<file path="src/rtl/cpu_pkg.sv">
// Shared CPU constants and the return-address-stack operation decode.
// The link/return decode itself lives in the control unit; only the encodings are kept here.
package cpu_pkg;

    localparam logic [5:0] FUNCT_JR   = 6'b001000;
    localparam logic [5:0] OP_JAL     = 6'b000011;
    localparam logic [5:0] FUNCT_JALR = 6'b001001;
    localparam logic [4:0] REG_RA     = 5'd31;

    localparam int unsigned RAS_DEPTH = 8;
    localparam int unsigned RAS_CW    = 16;

    typedef enum logic [2:0] {
        RAS_IDLE,
        RAS_PUSH,
        RAS_POP,
        RAS_SWAP,
        RAS_FLUSH
    } ras_op_e;

    // Flush dominates; a simultaneous push and pop becomes a swap.
    function automatic ras_op_e ras_decode(input logic flush, input logic push, input logic pop);
        ras_op_e op;
        if (flush)
            op = RAS_FLUSH;
        else if (push && pop)
            op = RAS_SWAP;
        else if (push)
            op = RAS_PUSH;
        else if (pop)
            op = RAS_POP;
        else
            op = RAS_IDLE;
        return op;
    endfunction

endpackage

</file>
<file path="src/rtl/return_addr_stack_sat_counter.sv">
// Saturating up-counter used for the return-stack statistics; cleared only by reset.
module sat_counter #(
    parameter int unsigned CW = 16
) (
    input  logic          clk,
    input  logic          reset,
    input  logic          inc,
    output logic [CW-1:0] value
);

    logic [CW-1:0] value_q;
    logic [CW-1:0] value_d;

    always_comb begin
        value_d = value_q;
        if (inc && (value_q != '1))
            value_d = value_q + 1'b1;
    end

    always_ff @(posedge clk or posedge reset) begin
        if (reset)
            value_q <= '0;
        else
            value_q <= value_d;
    end

    assign value = value_q;

endmodule

</file>
<file path="src/rtl/return_addr_stack.sv">
// Circular return-address stack: pushes link addresses, pops predicted return
// targets, flags hit/mispredict one cycle after the pop, and keeps statistics.
module return_addr_stack
    import cpu_pkg::*;
#(
    parameter int unsigned DEPTH = RAS_DEPTH,
    parameter int unsigned CW    = RAS_CW
) (
    input  logic                       clk,
    input  logic                       reset,
    input  logic                       flush,
    input  logic                       link_valid,
    input  logic [31:0]                link_addr,
    input  logic                       ret_valid,
    input  logic [31:0]                ret_actual,
    output logic [31:0]                pred_target,
    output logic                       pred_valid,
    output logic                       hit,
    output logic                       mispredict,
    output logic [$clog2(DEPTH):0]     count,
    output logic [CW-1:0]              ret_total,
    output logic [CW-1:0]              miss_total
);

    localparam int unsigned PW = $clog2(DEPTH);
    localparam int unsigned NW = PW + 1;

    logic [31:0]   mem_q [DEPTH];
    logic [31:0]   mem_d [DEPTH];
    logic [PW-1:0] tp_q, tp_d;
    logic [NW-1:0] count_q, count_d;
    logic          hit_q, hit_d;
    logic          miss_q, miss_d;
    logic          ret_inc;

    ras_op_e       op;
    logic          not_empty;
    logic          top_match;
    logic [PW-1:0] tp_inc;
    logic [PW-1:0] tp_dec;

    assign not_empty = (count_q != '0);
    assign top_match = (mem_q[tp_q] == ret_actual);
    assign tp_inc    = PW'(tp_q + 1'b1);
    assign tp_dec    = PW'(tp_q - 1'b1);

    always_comb begin
        op      = ras_decode(flush, link_valid, ret_valid);
        mem_d   = mem_q;
        tp_d    = tp_q;
        count_d = count_q;
        hit_d   = 1'b0;
        miss_d  = 1'b0;
        ret_inc = 1'b0;
        case (op)
            RAS_FLUSH: begin
                count_d = '0;
            end
            RAS_PUSH: begin
                // Wrap-around overwrites the oldest entry once full.
                mem_d[tp_inc] = link_addr;
                tp_d          = tp_inc;
                if (count_q != NW'(DEPTH))
                    count_d = count_q + 1'b1;
            end
            RAS_POP: begin
                ret_inc = 1'b1;
                if (not_empty) begin
                    hit_d   = top_match;
                    miss_d  = !top_match;
                    tp_d    = tp_dec;
                    count_d = count_q - 1'b1;
                end else begin
                    miss_d  = 1'b1;
                end
            end
            RAS_SWAP: begin
                // Compare against the old top, then replace it in place.
                ret_inc     = 1'b1;
                hit_d       = not_empty && top_match;
                miss_d      = !(not_empty && top_match);
                mem_d[tp_q] = link_addr;
                if (!not_empty)
                    count_d = NW'(1);
            end
            default: begin
            end
        endcase
    end

    always_ff @(posedge clk or posedge reset) begin
        if (reset) begin
            for (int unsigned i = 0; i < DEPTH; i++)
                mem_q[i] <= '0;
            tp_q    <= '0;
            count_q <= '0;
            hit_q   <= 1'b0;
            miss_q  <= 1'b0;
        end else begin
            mem_q   <= mem_d;
            tp_q    <= tp_d;
            count_q <= count_d;
            hit_q   <= hit_d;
            miss_q  <= miss_d;
        end
    end

    sat_counter #(.CW(CW)) u_ret_cnt (
        .clk   (clk),
        .reset (reset),
        .inc   (ret_inc),
        .value (ret_total)
    );

    sat_counter #(.CW(CW)) u_miss_cnt (
        .clk   (clk),
        .reset (reset),
        .inc   (miss_d),
        .value (miss_total)
    );

    assign pred_target = not_empty ? mem_q[tp_q] : '0;
    assign pred_valid  = not_empty;
    assign hit         = hit_q;
    assign mispredict  = miss_q;
    assign count       = count_q;

endmodule

</file>
<file path="config.mk">
export PLATFORM = sky130hd
export DESIGN_NAME = return_addr_stack
export DESIGN_NICKNAME = d
export VERILOG_FILES = /design/src/rtl/cpu_pkg.sv /design/src/rtl/return_addr_stack_sat_counter.sv /design/src/rtl/return_addr_stack.sv
export SDC_FILE = /design/constraint.sdc
export NUM_CORES = 1
export LEC_CHECK = 0
export ABC_CLOCK_PERIOD_IN_PS = 10900
export CORE_MARGIN = 5
export CORE_UTILIZATION = 58
export CTS_BUF_LIST = sky130_fd_sc_hd__clkbuf_8 sky130_fd_sc_hd__clkbuf_16
export DETAILED_ROUTE_END_ITERATION = 10
export PLACE_DENSITY = 0.93
export RECOVER_POWER = 50
export SLEW_MARGIN = 25
export SYNTH_ARGS = -nofsm -noshare
export SYNTH_HDL_FRONTEND = slang
export SYNTH_SLANG_ARGS = --single-unit
</file>
<file path="constraint.sdc">
create_clock -name clk -period 10.9 [get_ports clk]
set_clock_uncertainty 0.05 [all_clocks]
set_input_delay 1.635 -clock clk [delete_from_list [all_inputs] [get_ports clk]]
set_output_delay 1.635 -clock clk [all_outputs]
set_load 0.05 [all_outputs]
</file>
==> results.md <==
* Largest cells by area after synthesis: dfrtp_1 (52%), mux2_2 (21%), mux4_2 (3.4%)
* Root Buffer: clkbuf_16
* WL met1 at 14,700 um
* DR top layer: met4
* Register-to-Register Path Depth at 11
* Congestion Overflow GR at 0
* Status: finished with violations
* Via count at 10,000
* Placed cell count at 1,497
* Avg Synthesized Cell Area at 13.3 um^2
* Layout area overhead at 19.0%
* Post-synth cell types at 70
* Worst skew pair latency at approximately 0.57 ns
* Flop-to-flop setup slack at 3.35 ns
* Mean number of vias per cell at 6.44
* Total leakage power at 7.32 nW
* Finished Core Util at 0.701
* Syn Nets at 1,157
* Rel. slew slack at -2.75
* First-pass GRT wire length at 60,600 um
* Num CTS Buffers at 30
* Clock tree buffer depth at 3
* Detailed Route WL at 38,600 um
* Post-Syn Area at 14,400 um^2
* Vias in the first global route at 10,500
* Critical Path RT at ~9.2 ns
* Die width at ~170 um
* DP HPWL at between 20,000 and 25,000 um
* Met2 WL at between 15,000 and 20,000 um
* Critical Path Start Type: register
* Non-filler instance count after layout at 1,554
* Die ar. at 28,000 um^2
* Peak supply drop at between 0.3 and 0.4 mV
* Final Hold Viols at 0
* Minimum clock period at 8.32 ns
* Tightest Pin Transition at around 5.6 ns
* DR iter-0 viols at 1,314
* Yosys reg bits at 297
* Crit Path Max Fanout at 56
* Fin. max-slew vios at roughly 190
* Cells after Synth at 1,081
* Worst R2R End: u_miss_cnt.value[1]
* Achievable Freq at roughly 120 MHz
* Number of enable flip-flop cells after synthesis at 0
* CP arrival at 6.63 ns
* Remaining DRCs at 0
* Routed Antenna Nets at 0
* RSZ-0062 raised after global routing: false
* Post-synth ARST share at 1.00
* Final setup TNS at 0 ns
* Top cell type's share of synthesized area at 0.517
* Crit. Startpoint: tp_q[0]
* Failing checks: max-capacitance violations, max-slew violations
* Setup Fix Bufs, Post-CTS at 0
* H-tree depth reported by CTS at 1
* Hold WC Path Type: register to register
* Yosys warns at 0
* IO Pins at 140
* CTS tree: yes
* Gp weighted congestion at 0.890
* Routed wl met3 at 3540 um
* Layout cells sized above 1 at 0.317
* Setup Crit Path Kind: register to output port
* Final worst path period share at 0.763
* Pwr/cell area at roughly 350 nW/um^2
* Final setup fails at 0
* Clock Sink Count at 297
* Initial Util at 0.590
* Crit path capture type: output port
* Critical Path Sink: pred_target[20]
* Pin count of the biggest net entering global routing at 129
* Initial antenna violation count at 1
* Post-CTS resize count at 0
* Net count, final at 1,282
* Die extent in y at 167 um
* Routed WL per cell at approximately 25 um
* DR pass1 iterations at 5
* Total track usage at 0.272
* CTS clock-pin slew for the worst setup and hold paths at 0.07 ns
* Core area at approximately 24,000 um^2
* Max Cap Violations at 2
* Buffers on Ports at 139
* Main flop type after synthesis: dfrtp_1
* Hold Buf Count CTS at 0
* Rows at 57
* RR Startpoint: tp_q[0]
* Post-synth top area cell: dfrtp_1
* Register area share after synthesis at 0.517
## worst min-delay path by stage
| stage | from | to | depth (start not counted) | slack, ns |
|---|---|---|---|---|
| finish | u_ret_cnt.value[15] | u_ret_cnt.value[15] | 1 | 0.44 |
| global route | u_ret_cnt.value[9] | u_ret_cnt.value[9] | 1 | 0.46 |
| CTS | mem_q[72] | mem_q[72] | 1 | 0.45 |
| detailed placement | mem_q[197] | mem_q[197] | 1 | 0.44 |
| global placement | u_miss_cnt.value[3] | u_miss_cnt.value[3] | 1 | 0.43 |
| floorplan | mem_q[197] | mem_q[197] | 1 | 0.42 |
## per-layer routing
| layer | GRT usage | up-vias |
|---|---|---|
| li1 | - | 4207 |
| met3 | 0.0651 | 124 |
| met4 | 0.109 | 0 |
| met5 | 0 | - |
| met2 | 0.437 | 547 |
| met1 | 0.361 | 5122 |
## cell type report
| class | instances | area (um^2) |
|---|---|---|
| antenna | 1 | 2.50 |
| clock buffer | 36 | 833 |
| clock inverter | 19 | 184 |
| fill | 1556 | 7290 |
| inverter | 14 | 53.8 |
| multi-input combinational | 706 | 6660 |
| sequential | 297 | 7440 |
| tap | 324 | 405 |
| timing repair buffer | 157 | 1530 |
## per-stage QoR
stage	power, mW	hold slack (ns)	setup WS, ns	instance area, um^2
floorplan	4.01	0.420	1.01	14400
global placement	4.75	0.425	5.46	16100
detailed placement	4.88	0.436	5.44	16100
CTS	5.99	0.450	4.81	17100
global route	6.28	0.462	2.37	17100
finish	6.03	0.442	2.58	17100
## state kept, by name (all words and copies together), names as in the netlist
register	count
mem_q	256
u_miss_cnt.value	16
u_ret_cnt.value	16
count	4
tp_q	3
hit	1
mispredict	1
## cell families after synthesis
logic type,Yosys count,synth area share
buf+inv,78,0.0269
flops,297,0.517
mux,341,0.288
xor+xnor,66,0.0402
compound gates,93,0.0478
fa+ha+maj,7,0.00661
simple gates,199,0.0736
## critical path, cell delays in order, from the launching register on
cell and delay, ns:
dfrtp_4 0.94, clkbuf_1 2.39, nor2b_1 0.85, a22oi_1 0.40
nor2_1 0.07, a311oi_1 0.59, nor2_1 0.08, clkdlybuf4s50_1 0.73
## placed cells by master (no fill, tap or decap), types with 7 or more instances in the layout
master	count
a22oi_1	14
nand3_1	13
mux2_2	268
nor3_1	13
xor2_1	33
and2_1	10
nor2_1	60
clkinv_2	7
dfrtp_1	294
nor3_2	8
nand4_1	11
clkdlybuf4s50_1	122
clkbuf_16	30
o21ai_0	8
buf_4	15
mux2i_1	41
mux4_2	22
dlygate4sd3_1	17
a21oi_1	11
inv_1	16
nand2_1	38
xnor2_1	33
## power breakdown
group,switching (mW),total [mW],internal [mW]
Sequential,0.391,2.01,1.62
Combinational,1.64,2.96,1.32
Clock,0.441,1.05,0.613
## synthesized netlist by cell type (all sizes together), types with 14 or more instances
master    n
dfrtp   297
mux2    271
nor2     61
mux2i    42
clkbuf   38
nand2    38
xnor2    33
xor2     33
mux4     28
buf      26
nor3     21
a21oi    15
a22oi    14
inv      14
No activity file was read; power rests on OpenSTA's default activity.
